$ cat config.mk
export PLATFORM = sky130hd
export DESIGN_NAME = wb_arbiter_flat
export DESIGN_NICKNAME = d
export VERILOG_FILES = /design/src/rtl/wb_arbiter_if.sv /design/src/rtl/wb_arbiter.sv /design/src/flat_wrapper.sv
export SDC_FILE = /design/constraint.sdc
export NUM_CORES = 1
export LEC_CHECK = 0
export ABC_AREA = 1
export ABC_CLOCK_PERIOD_IN_PS = 1470
export BUFFER_PORTS_ARGS = -buffer_cell sky130_fd_sc_hd__buf_2
export CORE_UTILIZATION = 52
export DETAILED_ROUTE_END_ITERATION = 10
export PLACE_DENSITY = 0.85
export RECOVER_POWER = 100
export SYNTH_ARGS = -nofsm -noshare
export SYNTH_HDL_FRONTEND = slang
export SYNTH_SLANG_ARGS = --single-unit
$ cat constraint.sdc
create_clock -name clk -period 1.47 [get_ports clk]
set_input_delay 0.0735 -clock clk [delete_from_list [all_inputs] [get_ports clk]]
set_output_delay 0.0735 -clock clk [all_outputs]
set_load 0.05 [all_outputs]
$ cat src/rtl/wb_arbiter_if.sv
// Writeback bus bundle: ALU/LSU/MDU result sources in, register-file write port out.
// slave is the arbiter side, master is the producer/register-file side.
interface wb_arbiter_if #(
  parameter int AW = 5,
  parameter int DW = 32
);
  logic          alu_we_i;
  logic [AW-1:0] alu_waddr_i;
  logic [DW-1:0] alu_wdata_i;
  logic          alu_stall_o;
  logic          lsu_valid_i;
  logic          lsu_ready_o;
  logic [AW-1:0] lsu_waddr_i;
  logic [DW-1:0] lsu_wdata_i;
  logic          mdu_valid_i;
  logic          mdu_ready_o;
  logic [AW-1:0] mdu_waddr_i;
  logic [DW-1:0] mdu_wdata_i;
  logic          we_o;
  logic [AW-1:0] waddr_o;
  logic [DW-1:0] wdata_o;

  modport slave (
    input  alu_we_i, alu_waddr_i, alu_wdata_i,
    input  lsu_valid_i, lsu_waddr_i, lsu_wdata_i,
    input  mdu_valid_i, mdu_waddr_i, mdu_wdata_i,
    output alu_stall_o, lsu_ready_o, mdu_ready_o,
    output we_o, waddr_o, wdata_o
  );

  modport master (
    output alu_we_i, alu_waddr_i, alu_wdata_i,
    output lsu_valid_i, lsu_waddr_i, lsu_wdata_i,
    output mdu_valid_i, mdu_waddr_i, mdu_wdata_i,
    input  alu_stall_o, lsu_ready_o, mdu_ready_o,
    input  we_o, waddr_o, wdata_o
  );
endinterface

$ cat src/rtl/wb_arbiter.sv
// wb_arbiter: merges ALU, LSU and MDU results onto the GPR write port; ALU 1 cycle, LSU/MDU >=2 cycles.
// Backpressure: LSU/MDU ready = own buffer empty; ALU never stalled unless built with WB_STARVE_GUARD_EN.
module wb_arbiter #(
  parameter int AW         = 5,
  parameter int DW         = 32,
  parameter int STARVE_LIM = 4
) (
  input  logic         clk,
  input  logic         rst,
  wb_arbiter_if.slave  bus
);

  if (STARVE_LIM < 1) begin : g_lim_check
    $error("wb_arbiter: STARVE_LIM must be at least 1");
  end

  typedef enum logic [1:0] {
    SRC_NONE = 2'd0,
    SRC_ALU  = 2'd1,
    SRC_LSU  = 2'd2,
    SRC_MDU  = 2'd3
  } src_e;

  logic          lsu_full;
  logic [AW-1:0] lsu_waddr;
  logic [DW-1:0] lsu_wdata;
  logic          mdu_full;
  logic [AW-1:0] mdu_waddr;
  logic [DW-1:0] mdu_wdata;
  logic          rr;

  logic          we_q;
  logic [AW-1:0] waddr_q;
  logic [DW-1:0] wdata_q;

  logic          alu_cand;
  logic          buf_preempt;
  logic          lsu_elig;
  logic          mdu_elig;
  logic          rr_used;
  src_e          grant;

  assign alu_cand = bus.alu_we_i && (bus.alu_waddr_i != '0);

`ifdef WB_STARVE_GUARD_EN
  localparam int CW = $clog2(STARVE_LIM + 1);

  logic [CW-1:0] lsu_cnt;
  logic [CW-1:0] mdu_cnt;
  logic          lsu_hot;
  logic          mdu_hot;

  assign lsu_hot = lsu_full && (lsu_cnt == CW'(STARVE_LIM));
  assign mdu_hot = mdu_full && (mdu_cnt == CW'(STARVE_LIM));

  // When a starved buffer preempts the ALU, only starved buffers may take the slot.
  assign buf_preempt = alu_cand && (lsu_hot || mdu_hot);
  assign lsu_elig    = buf_preempt ? lsu_hot : lsu_full;
  assign mdu_elig    = buf_preempt ? mdu_hot : mdu_full;

  always_ff @(posedge clk or negedge rst) begin
    if (!rst) begin
      lsu_cnt <= '0;
      mdu_cnt <= '0;
    end else begin
      if (!lsu_full || grant == SRC_LSU) begin
        lsu_cnt <= '0;
      end else if (grant == SRC_ALU) begin
        lsu_cnt <= lsu_cnt + 1'b1;
      end
      if (!mdu_full || grant == SRC_MDU) begin
        mdu_cnt <= '0;
      end else if (grant == SRC_ALU) begin
        mdu_cnt <= mdu_cnt + 1'b1;
      end
    end
  end
`else
  assign buf_preempt = 1'b0;
  assign lsu_elig    = lsu_full;
  assign mdu_elig    = mdu_full;
`endif

  always_comb begin
    grant   = SRC_NONE;
    rr_used = 1'b0;
    if (alu_cand && !buf_preempt) begin
      grant = SRC_ALU;
    end else if (lsu_elig && mdu_elig) begin
      rr_used = 1'b1;
      grant   = rr ? SRC_MDU : SRC_LSU;
    end else if (lsu_elig) begin
      grant = SRC_LSU;
    end else if (mdu_elig) begin
      grant = SRC_MDU;
    end
  end

  // Drain only happens while full and capture only while empty, so the two never collide.
  always_ff @(posedge clk or negedge rst) begin
    if (!rst) begin
      lsu_full  <= 1'b0;
      lsu_waddr <= '0;
      lsu_wdata <= '0;
      mdu_full  <= 1'b0;
      mdu_waddr <= '0;
      mdu_wdata <= '0;
      rr        <= 1'b0;
      we_q      <= 1'b0;
      waddr_q   <= '0;
      wdata_q   <= '0;
    end else begin
      we_q <= (grant != SRC_NONE);
      case (grant)
        SRC_ALU: begin
          waddr_q <= bus.alu_waddr_i;
          wdata_q <= bus.alu_wdata_i;
        end
        SRC_LSU: begin
          waddr_q  <= lsu_waddr;
          wdata_q  <= lsu_wdata;
          lsu_full <= 1'b0;
        end
        SRC_MDU: begin
          waddr_q  <= mdu_waddr;
          wdata_q  <= mdu_wdata;
          mdu_full <= 1'b0;
        end
        default: ;
      endcase

      if (rr_used) begin
        rr <= (grant == SRC_LSU);
      end

      // Writes to x0 are accepted for handshake purposes and discarded.
      if (bus.lsu_valid_i && !lsu_full && (bus.lsu_waddr_i != '0)) begin
        lsu_full  <= 1'b1;
        lsu_waddr <= bus.lsu_waddr_i;
        lsu_wdata <= bus.lsu_wdata_i;
      end
      if (bus.mdu_valid_i && !mdu_full && (bus.mdu_waddr_i != '0)) begin
        mdu_full  <= 1'b1;
        mdu_waddr <= bus.mdu_waddr_i;
        mdu_wdata <= bus.mdu_wdata_i;
      end
    end
  end

  assign bus.lsu_ready_o = ~lsu_full;
  assign bus.mdu_ready_o = ~mdu_full;
  assign bus.alu_stall_o = buf_preempt;
  assign bus.we_o        = we_q;
  assign bus.waddr_o     = waddr_q;
  assign bus.wdata_o     = wdata_q;

endmodule

$ cat src/flat_wrapper.sv
// flat-port wrapper written by rule: the top's interface ports become plain ports
module wb_arbiter_flat 
#(
  parameter int AW         = 5,
  parameter int DW         = 32,
  parameter int STARVE_LIM = 4
)
  (clk, rst, bus_alu_we_i, bus_alu_waddr_i, bus_alu_wdata_i, bus_lsu_valid_i, bus_lsu_waddr_i, bus_lsu_wdata_i, bus_mdu_valid_i, bus_mdu_waddr_i, bus_mdu_wdata_i, bus_alu_stall_o, bus_lsu_ready_o, bus_mdu_ready_o, bus_we_o, bus_waddr_o, bus_wdata_o);
  wb_arbiter_if #(.AW(AW), .DW(DW)) bus_i ();
  input  logic clk;
  input  logic rst;
  input wire logic [$bits(bus_i.alu_we_i)-1:0] bus_alu_we_i;
  input wire logic [$bits(bus_i.alu_waddr_i)-1:0] bus_alu_waddr_i;
  input wire logic [$bits(bus_i.alu_wdata_i)-1:0] bus_alu_wdata_i;
  input wire logic [$bits(bus_i.lsu_valid_i)-1:0] bus_lsu_valid_i;
  input wire logic [$bits(bus_i.lsu_waddr_i)-1:0] bus_lsu_waddr_i;
  input wire logic [$bits(bus_i.lsu_wdata_i)-1:0] bus_lsu_wdata_i;
  input wire logic [$bits(bus_i.mdu_valid_i)-1:0] bus_mdu_valid_i;
  input wire logic [$bits(bus_i.mdu_waddr_i)-1:0] bus_mdu_waddr_i;
  input wire logic [$bits(bus_i.mdu_wdata_i)-1:0] bus_mdu_wdata_i;
  output wire logic [$bits(bus_i.alu_stall_o)-1:0] bus_alu_stall_o;
  output wire logic [$bits(bus_i.lsu_ready_o)-1:0] bus_lsu_ready_o;
  output wire logic [$bits(bus_i.mdu_ready_o)-1:0] bus_mdu_ready_o;
  output wire logic [$bits(bus_i.we_o)-1:0] bus_we_o;
  output wire logic [$bits(bus_i.waddr_o)-1:0] bus_waddr_o;
  output wire logic [$bits(bus_i.wdata_o)-1:0] bus_wdata_o;
  assign bus_i.alu_we_i = bus_alu_we_i;
  assign bus_i.alu_waddr_i = bus_alu_waddr_i;
  assign bus_i.alu_wdata_i = bus_alu_wdata_i;
  assign bus_i.lsu_valid_i = bus_lsu_valid_i;
  assign bus_i.lsu_waddr_i = bus_lsu_waddr_i;
  assign bus_i.lsu_wdata_i = bus_lsu_wdata_i;
  assign bus_i.mdu_valid_i = bus_mdu_valid_i;
  assign bus_i.mdu_waddr_i = bus_mdu_waddr_i;
  assign bus_i.mdu_wdata_i = bus_mdu_wdata_i;
  assign bus_alu_stall_o = bus_i.alu_stall_o;
  assign bus_lsu_ready_o = bus_i.lsu_ready_o;
  assign bus_mdu_ready_o = bus_i.mdu_ready_o;
  assign bus_we_o = bus_i.we_o;
  assign bus_waddr_o = bus_i.waddr_o;
  assign bus_wdata_o = bus_i.wdata_o;
  wb_arbiter #(.AW(AW), .DW(DW), .STARVE_LIM(STARVE_LIM)) u_core (.clk(clk), .rst(rst), .bus(bus_i));
endmodule
==> flow_summary.toml, run 1 <==
[status]
status = "complete, no violations"

[sta]
tightest_slew_ns = 0.915
setup_viol = 0
whs_ns = 0.136
finalHoldViolCount = 0
fin_crit_ns = 1.45
finalMaxSlewViolations = 0
maxSlewHeadroom = 0.390
finClkSkew_ns = 0.0127
period_share = 0.987
fmax_mhz = 689

[route]
drt-pass1-iter-count = 5
routed_wl_um = 18100
drc_errors = 0
drt_iter0_drc = 466
vias = 5815
ant_nets = 0
wl_per_cell_um = 16.8
avgViaCountPerCell = 5.40

[finish]
drive_gt1_frac = 0.227
n_fill_cell = 589
fin_nets = 1045
fin_area_um2 = 8070
area_growth_pct = 48.2

[worst_setup_path]
required_ns = 1.40
cp-start-kind = "flip-flop"
cp_max_fo = 4
r2r-end = "u_core.bus.wdata_o[9]"
worstSetupPathType = "reg2out"
reg2regPathDepth = 8
timing.rr.start = "u_core.lsu_elig"
reg2reg_slack_ns = 0.02
endpoint_kind = "output port"
worstPathArrival_ns = 1.38

[synth]
synth_largest_area_cell = "dfrtp_1"
yosys.area.top_type_share = 0.528
syn_avg_cell_area_um2 = 8.14
ys.flop_type = "dfrtp_1"
async_reset_ff_frac = 1.00
yosysSeqAreaShare = 0.528
yosys-top-cells-area = "dfrtp_1 (53%), nand2_1 (16%), nand3_1 (7.2%), o21ai_0 (6.8%), inv_1 (4.9%)"
synth_common_cells = "nand2_1 (226), dfrtp_1 (115), nand3_1 (78)"
synth_most_common_cell = "nand2_1"
syn-num-nets = 785
yosysUniqueCellTypes = 20
synth_edf_count = 0
syn_area_um2 = 5450
synth_cells = 669
ys_ff_latch = 115
ys.warnings.count = 0

[power_and_ir_drop]
p_per_area_nw_per_um2 = 2110
p_comb_frac = 0.422
clkPwrFrac = 0.241
internal_power_uw = 9520
power_leakage_uw = 0.00429
seqPwrFrac = 0.336
finalPower_uw = 17000
p_sw_uw = 7480
swShare = 0.440
ir_drop_uv = 1240

[placed_design]
dpl.hpwl_um = 9430
routabilityCongestion = 0.898
port_buffers = 155
placed_area_um2 = 6260

[global_routing]
antenna_found_initial = 0
overflow = 0
grt_start_max_net_pins = 68
grt_pass1_vias = 6014
grt_pass1_wl_um = 28400
grt_usage = 0.334

[clock_network]
h-tree-depth = 4
clk_pin_slew_ns = 0.06
clockRootBuffer = "clkbuf_8"
cts_buffers = 17
cts_max_path_buffers = 2
insertion_delay_ns = 0.52
cts_tree = "yes"
cts.sinks = 115

[floorplan]
ios = 157
core-area_um2 = 9950
rows = 36
die_x_um = 104
die_h_um = 104
initial_utilization = 0.547
dieArea_um2 = 10900

[flow_run]
drv_cap = 0

[hold_path]
worstHoldPathType = "in2async"
## layout make-up
type                    instances  area (um^2)  area share
inverters                      78          305      0.0378
multi-input cells             428         1940       0.240
clock buffers                  22          463      0.0573
clock inverters                10          130      0.0161
repair buffers                289         2190       0.271
diodes                          1         2.50    0.000310
flip-flops and latches        115         2880       0.357
well taps                     133          166      0.0206
## how the worst max path moves through the flow
stage                                         to  slack [ns]             from  cells past startpoint
after floorplan            u_core.bus.waddr_o[0]        0.05  u_core.mdu_elig                      8
after global placement    u_core.bus.wdata_o[23]       -0.03  u_core.lsu_elig                      7
after detailed placement   u_core.bus.wdata_o[3]       -0.14  u_core.lsu_elig                      7
after CTS                        bus_lsu_ready_o        0.02  u_core.lsu_elig                      3
after global routing       u_core.bus.wdata_o[0]       -0.05  u_core.lsu_elig                      9
final                            bus_lsu_ready_o        0.02  u_core.lsu_elig                      3
## power by group through the flow
stage	registers, uW	logic, uW	clock network, uW
final	5710	7180	4100
after CTS	5600	6840	4110
after global placement	5530	6300	0
after floorplan	7200	3320	0
after detailed placement	5610	6500	0
after global routing	5830	7730	4250
## layer usage
layer | wire length [um] | global-route usage
met2 | 9280 | 0.583
met1 | 6780 | 0.384
met5 | 0 | 0
met4 | 694 | 0.185
met3 | 1350 | 0.0627
## stage by stage
stage	TNS, ns	std cells	util	worst slack, ns
floorplan	0	669	-	0.0544
global placement	-0.141	925	0.629	-0.0254
detailed placement	-2.38	925	0.629	-0.143
CTS	0	1072	0.806	0.0183
global route	-0.131	1075	0.811	-0.0548
finish	0	1076	0.811	0.0188
## worst max-delay path, cell delays in order (launching register included)
cell	delay, ns
dfrtp_1	0.41
inv_2	0.09
buf_4	0.15
buf_4	0.21
## state kept, by name (all words and copies together) (netlist names), 5 cells and up
| name | cells |
|---|---|
| u_core.mdu_waddr | 5 |
| u_core.bus.waddr_o | 5 |
| u_core.bus.wdata_o | 32 |
| u_core.lsu_waddr | 5 |
| u_core.lsu_wdata | 32 |
| u_core.mdu_wdata | 32 |
## cells in the final DEF, fill, tap and decap left out, drive strengths merged
master / synthesis / layout
inv: 76 / 76
diode: 0 / 1
conb: 1 / 1
clkinvlp: 0 / 2
xnor2: 1 / 1
o21ai: 75 / 75
dfrtp: 115 / 115
clkbuf: 3 / 51
dlygate4sd3: 0 / 115
nand2: 229 / 229
nor2: 3 / 3
nand4: 39 / 39
buf: 45 / 145
bufinv: 0 / 3
clkinv: 2 / 7
o211ai: 2 / 2
nand3: 78 / 78
## cells by family after synthesis
logic type,share of synthesized area
xor gates and xnor gates,0.00161
AOI/OAI and AO/OA,0.0737
and+or+nand+nor,0.280
buffers and inverters,0.116
DFF,0.528
other,0.000688
## repair_timing
| action | 4_1_cts | 5_1_grt |
|---|---|---|
| endpoints found under the setup margin | 39 | 36 |
| gates cloned | 0 | 1 |
| hold buffers | 115 | 0 |
| endpoints found under the hold margin | 227 | 0 |
| pin swaps | 0 | 2 |
| buffers inserted | 0 | 2 |
| gates resized for setup | 5 | 13 |
Power figures use the tool's default switching activity.
==> inputs of run 2 (changes only) <==
Settings changed: ABC_CLOCK_PERIOD_IN_PS 1470 to 1800, CORE_UTILIZATION 52 to 56, PLACE_DENSITY 0.85 to 0.9, SKIP_CTS_REPAIR_TIMING set to 1, SLEW_MARGIN set to 0.
Clock period 1.47 ns to 1.8 ns, I/O delays scaled along.
==> flow_summary.toml, run 2 (synthesis gave the netlist of run 1 again) <==
[floorplan]
die_x_um = 101
die_h_um = 101
ios = 157
rows = 35
core-area_um2 = 9330
initial_utilization = 0.584
dieArea_um2 = 10100

[placed_design]
dpl.hpwl_um = 9300
routabilityCongestion = 0.845
dpl.cell_count = 918
port_buffers = 155
pre_cts_ws_ns = 0.151

[clock_network]
cts.sinks = 115
cts_max_path_buffers = 2
clk_pin_slew_ns = 0.06
insertion_delay_ns = 0.52
cts_buffers = 17
h-tree-depth = 4
cts_tree = "yes"
clockRootBuffer = "clkbuf_8"

[finish]
n_fill_cell = 514
antenna_cells = 0
layout_commonest_cell = "nand2_1"
drive_gt1_frac = 0.182
fin_util = 0.844
fin_nets = 1037
area_growth_pct = 44.5
layout.cells.non_filler = 1063
layout_common_cells = "nand2_1 (226), dfrtp_1 (115), dlygate4sd3_1 (113), buf_2 (113), nand3_1 (78)"

[sta]
fin_crit_ns = 1.75
finalMaxSlewViolations = 0
maxSlewHeadroom = 0.360
period_share = 0.972
finClkSkew_ns = 0.00779
setup_slack_ns = 0.0504
setup_viol = 0
tns_ns = 0
fmax_mhz = 572
finalHoldViolCount = 0
tightest_slew_ns = 0.959

[route]
avgViaCountPerCell = 5.65
ant_nets = 0
drt_iter0_drc = 488
vias = 6002
routed_wl_um = 18500
drc_errors = 0
drt-pass1-iter-count = 6
wl_per_cell_um = 17.4

[worst_setup_path]
worstSetupPathType = "in2reg"
required_ns = 2.24
critPathBufInv = 3
crit_start = "bus_alu_waddr_i[1]"
cp_slowest_stage_delay_ns = 0.53
cp_slowest_cell = "dlygate4sd3_1"
worstPathArrival_ns = 2.19
reg2reg_slack_ns = 0.13
timing.rr.start = "u_core.mdu_elig"
crit_family = "buffers and inverters"
cp_max_fo = 48
cp-start-kind = "input port"
endpoint_kind = "flip-flop"
path_cells = "dlygate4sd3_1 > clkbuf_1 > nor2_1 > nand3_1 > nand2_2 > buf_4 > nand4_1 > nand3_1 > nand2_1 > nand2_1"

[power_and_ir_drop]
p_per_area_nw_per_um2 = 1750
power_leakage_uw = 0.00410
finalPower_uw = 13700
ir_drop_uv = 1100

[flow_run]
drv_cap = 0

[global_routing]
grt_pass1_wl_um = 23900
antenna_found_initial = 0
grt_start_max_net_pins = 75
overflow = 0
grt_pass1_vias = 5148
grt_usage = 0.308

[hold_path]
worstHoldPathType = "in2reg"
hp-start = "bus_alu_waddr_i[2]"

[status]
status = "complete, no violations"
[run 2: changes by cell type in the layout (fill, tap and decap cells not counted), sizes merged]
cell	previous run	this run
bufinv	3	4
clkinvlp	2	4
dlygate4sd3	115	113
buf	145	122
diode	1	0
clkbuf	51	65
[run 2: layout make-up]
class	instances	area [um^2]	area share
clock buffers	19	442	0.0561
clock inverters	13	183	0.0232
inverters	78	295	0.0375
multi-input cells	428	1940	0.246
flip-flops and latches	115	2880	0.366
well taps	129	161	0.0205
repair buffers	281	1970	0.251
[run 2: path summary, 6_finish.rpt]
path	endpoint	depth (start not counted)
min	u_core.bus.waddr_o[2]	5
max in group asynchronous	u_core.lsu_wdata[19]	3
max reg2reg	u_core.bus.wdata_o[31]	8
min reg2reg	u_core.bus.wdata_o[22]	2
min in group asynchronous	u_core.mdu_wdata[7]	2
max	u_core.bus.wdata_o[12]	10
[run 2: worst reg2reg max path, stage by stage (launching register included)]
cell	delay [ns]
dfrtp_1	0.44
inv_2	0.14
nand2_4	0.19
nand2_2	0.14
buf_4	0.28
nand2_1	0.13
nand3_1	0.11
nand2_1	0.06
nand2_1	0.10
[run 2: where the power goes]
group / internal [uW] / total (uW) / switching (uW)
combinational: 1390 / 5510 / 4120
sequential: 3840 / 4710 / 863
clock: 2310 / 3530 / 1210
total: 7550 / 13700 / 6200
[run 2: layer usage]
layer,part of all wire,up-vias,GRT usage
li1,-,2659,-
met2,0.51,438,0.514
met5,0,-,0
met4,0.043,0,0.139
met1,0.35,2813,0.379
met3,0.096,92,0.0777
[run 2: stage by stage]
stage                     hold slack, ns  cell area, um^2
after detailed placement          0.0967             6180
after floorplan                   -0.206             5450
after global placement            0.0826             6180
final                            0.00620             7870
after global routing              0.0169             7870
after CTS                         -0.456             6810
==> inputs of run 3 (changes only) <==
Settings changed: CELL_PAD_IN_SITES_DETAIL_PLACEMENT set to 2, CELL_PAD_IN_SITES_GLOBAL_PLACEMENT set to 2, CORE_UTILIZATION 56 to 32, PLACE_DENSITY 0.9 to 0.91.
==> flow_summary.toml, run 3 (synthesis gave the netlist of run 1 again) <==
[sta]
maxSlewHeadroom = 0.328
fin_crit_ns = 1.74
finClkSkew_ns = 0.0120
tns_ns = 0
finalMaxSlewViolations = 0
setup_viol = 0
period_share = 0.966
tightest_slew_ns = 1.01
setup_slack_ns = 0.0605
whs_ns = -0.0457
finalHoldViolCount = 7
fmax_mhz = 575

[power_and_ir_drop]
ir_drop_uv = 843
p_per_area_nw_per_um2 = 1870
swShare = 0.464
power_leakage_uw = 0.00393
seqPwrFrac = 0.336
clkPwrFrac = 0.254
internal_power_uw = 7530
p_sw_uw = 6520
p_comb_frac = 0.410

[flow_run]
drv_cap = 0

[status]
violations = "negative hold slack"
status = "finished, violations left"

[placed_design]
pre_cts_ws_ns = 0.135
routabilityCongestion = 0.750
placed_area_um2 = 6350
dpl.hpwl_um = 13000
port_buffers = 155

[clock_network]
cts_max_path_buffers = 2
insertion_delay_ns = 0.42
clockRootBuffer = "clkbuf_16"
cts.sinks = 115
h-tree-depth = 4
cts_buffers = 17
clk_pin_slew_ns = 0.06
cts_tree = "yes"

[global_routing]
grt_usage = 0.238
antenna_found_initial = 1
overflow = 0
grt_pass1_wl_um = 31900
grt_pass1_vias = 5978
grt_start_max_net_pins = 75

[floorplan]
initial_utilization = 0.329
die_h_um = 132
dieArea_um2 = 17500
ios = 157
die_x_um = 132
core-area_um2 = 16600
rows = 47

[worst_setup_path]
worst_path_most_repeated_cell = "nand2_1"
crit_family = "simple AND/OR/NAND/NOR gates"
crit_start = "u_core.mdu_elig"
path_cells = "inv_2 > nand2_4 > buf_4 > nand4_1 > nand3_1 > nand2_1 > nand2_1"
required_ns = 2.16
cp_slowest_stage_delay_ns = 0.45
worstSetupPathType = "reg2reg"
cp_max_fo = 28
cp_slowest_cell = "dfrtp_1"
endpoint_kind = "flip-flop"
timing.rr.start = "u_core.mdu_elig"
critPathBufInv = 2
worstPathArrival_ns = 2.10
cp-start-kind = "flip-flop"

[finish]
register_area_um2 = 2880
fin_nets = 994
area_growth_pct = 38.3
fin_area_um2 = 7540
multiInputGateArea_um2 = 1940
layout_commonest_cell = "nand2_1"
layout_common_cells = "nand2_1 (226), dfrtp_1 (115), buf_2 (114), nand3_1 (78), o21ai_0 (74)"
drive_gt1_frac = 0.194
n_fill_cell = 1906

[route]
wl_per_cell_um = 21.3
vias = 5626
avgViaCountPerCell = 5.06
drc_errors = 0
routed_wl_um = 23600
drt-pass1-iter-count = 4
drt_iter0_drc = 248
ant_nets = 0

[hold_path]
worstHoldPathType = "in2reg"
hp-start = "bus_lsu_wdata_i[18]"
run 3: cell count changes in the layout (fill, tap and decap cells not counted), moves of 2 or more:
cell / delta
buf_4: +3
clkbuf_1: +2
clkinv_2: +2
clkinv_4: -2
clkinvlp_4: -2
dlygate4sd3_1: -48
run 3: path summary, 6_finish.rpt:
path / endpoint / slack [ns] / cells past startpoint
setup / recovery: u_core.bus.wdata_o[14] / 0.06 / 7
hold / removal: u_core.lsu_wdata[18] / -0.05 / 3
setup reg to reg: u_core.bus.wdata_o[14] / 0.06 / 7
hold reg to reg: u_core.bus.wdata_o[17] / 0.48 / 2
max in group asynchronous: u_core.bus.wdata_o[18] / 0.27 / 3
min in group asynchronous: u_core.mdu_wdata[4] / 0.39 / 2
run 3: metrics by stage:
step | instances | utilization | total power [uW]
floorplan | 669 | - | 8590
global placement | 1014 | 0.383 | 9890
detailed placement | 1014 | 0.383 | 10200
CTS | 1046 | 0.419 | 13900
global route | 1112 | 0.454 | 14800
finish | 1112 | 0.454 | 14100
run 3: tightest hold or removal path: stages:
cell,delay [ns]
buf_2,0.10
inv_1,0.05
o21ai_0,0.08
run 3: area by class of cell:
class	instances	share of cell area
clock inverters	10	0.0173
multi-input cells	428	0.257
well taps	220	0.0365
repair buffers	238	0.205
flip-flops and latches	115	0.382
inverters	78	0.0392
diodes	1	0.000332
clock buffers	22	0.0629
run 3: routing by layer:
metal  GRT usage  routed length, um
met5           0                  0
met4      0.0875                423
met3      0.0360                726
met2       0.426              13200
met1       0.288               9310
run 3: power groups by stage:
stage | clock network [uW] | registers (uW) | logic, uW
after floorplan | 0 | 5880 | 2710
after global placement | 0 | 4550 | 5350
after detailed placement | 0 | 4630 | 5570
after CTS | 3560 | 4660 | 5690
after global routing | 3690 | 4840 | 6230
final | 3570 | 4720 | 5760
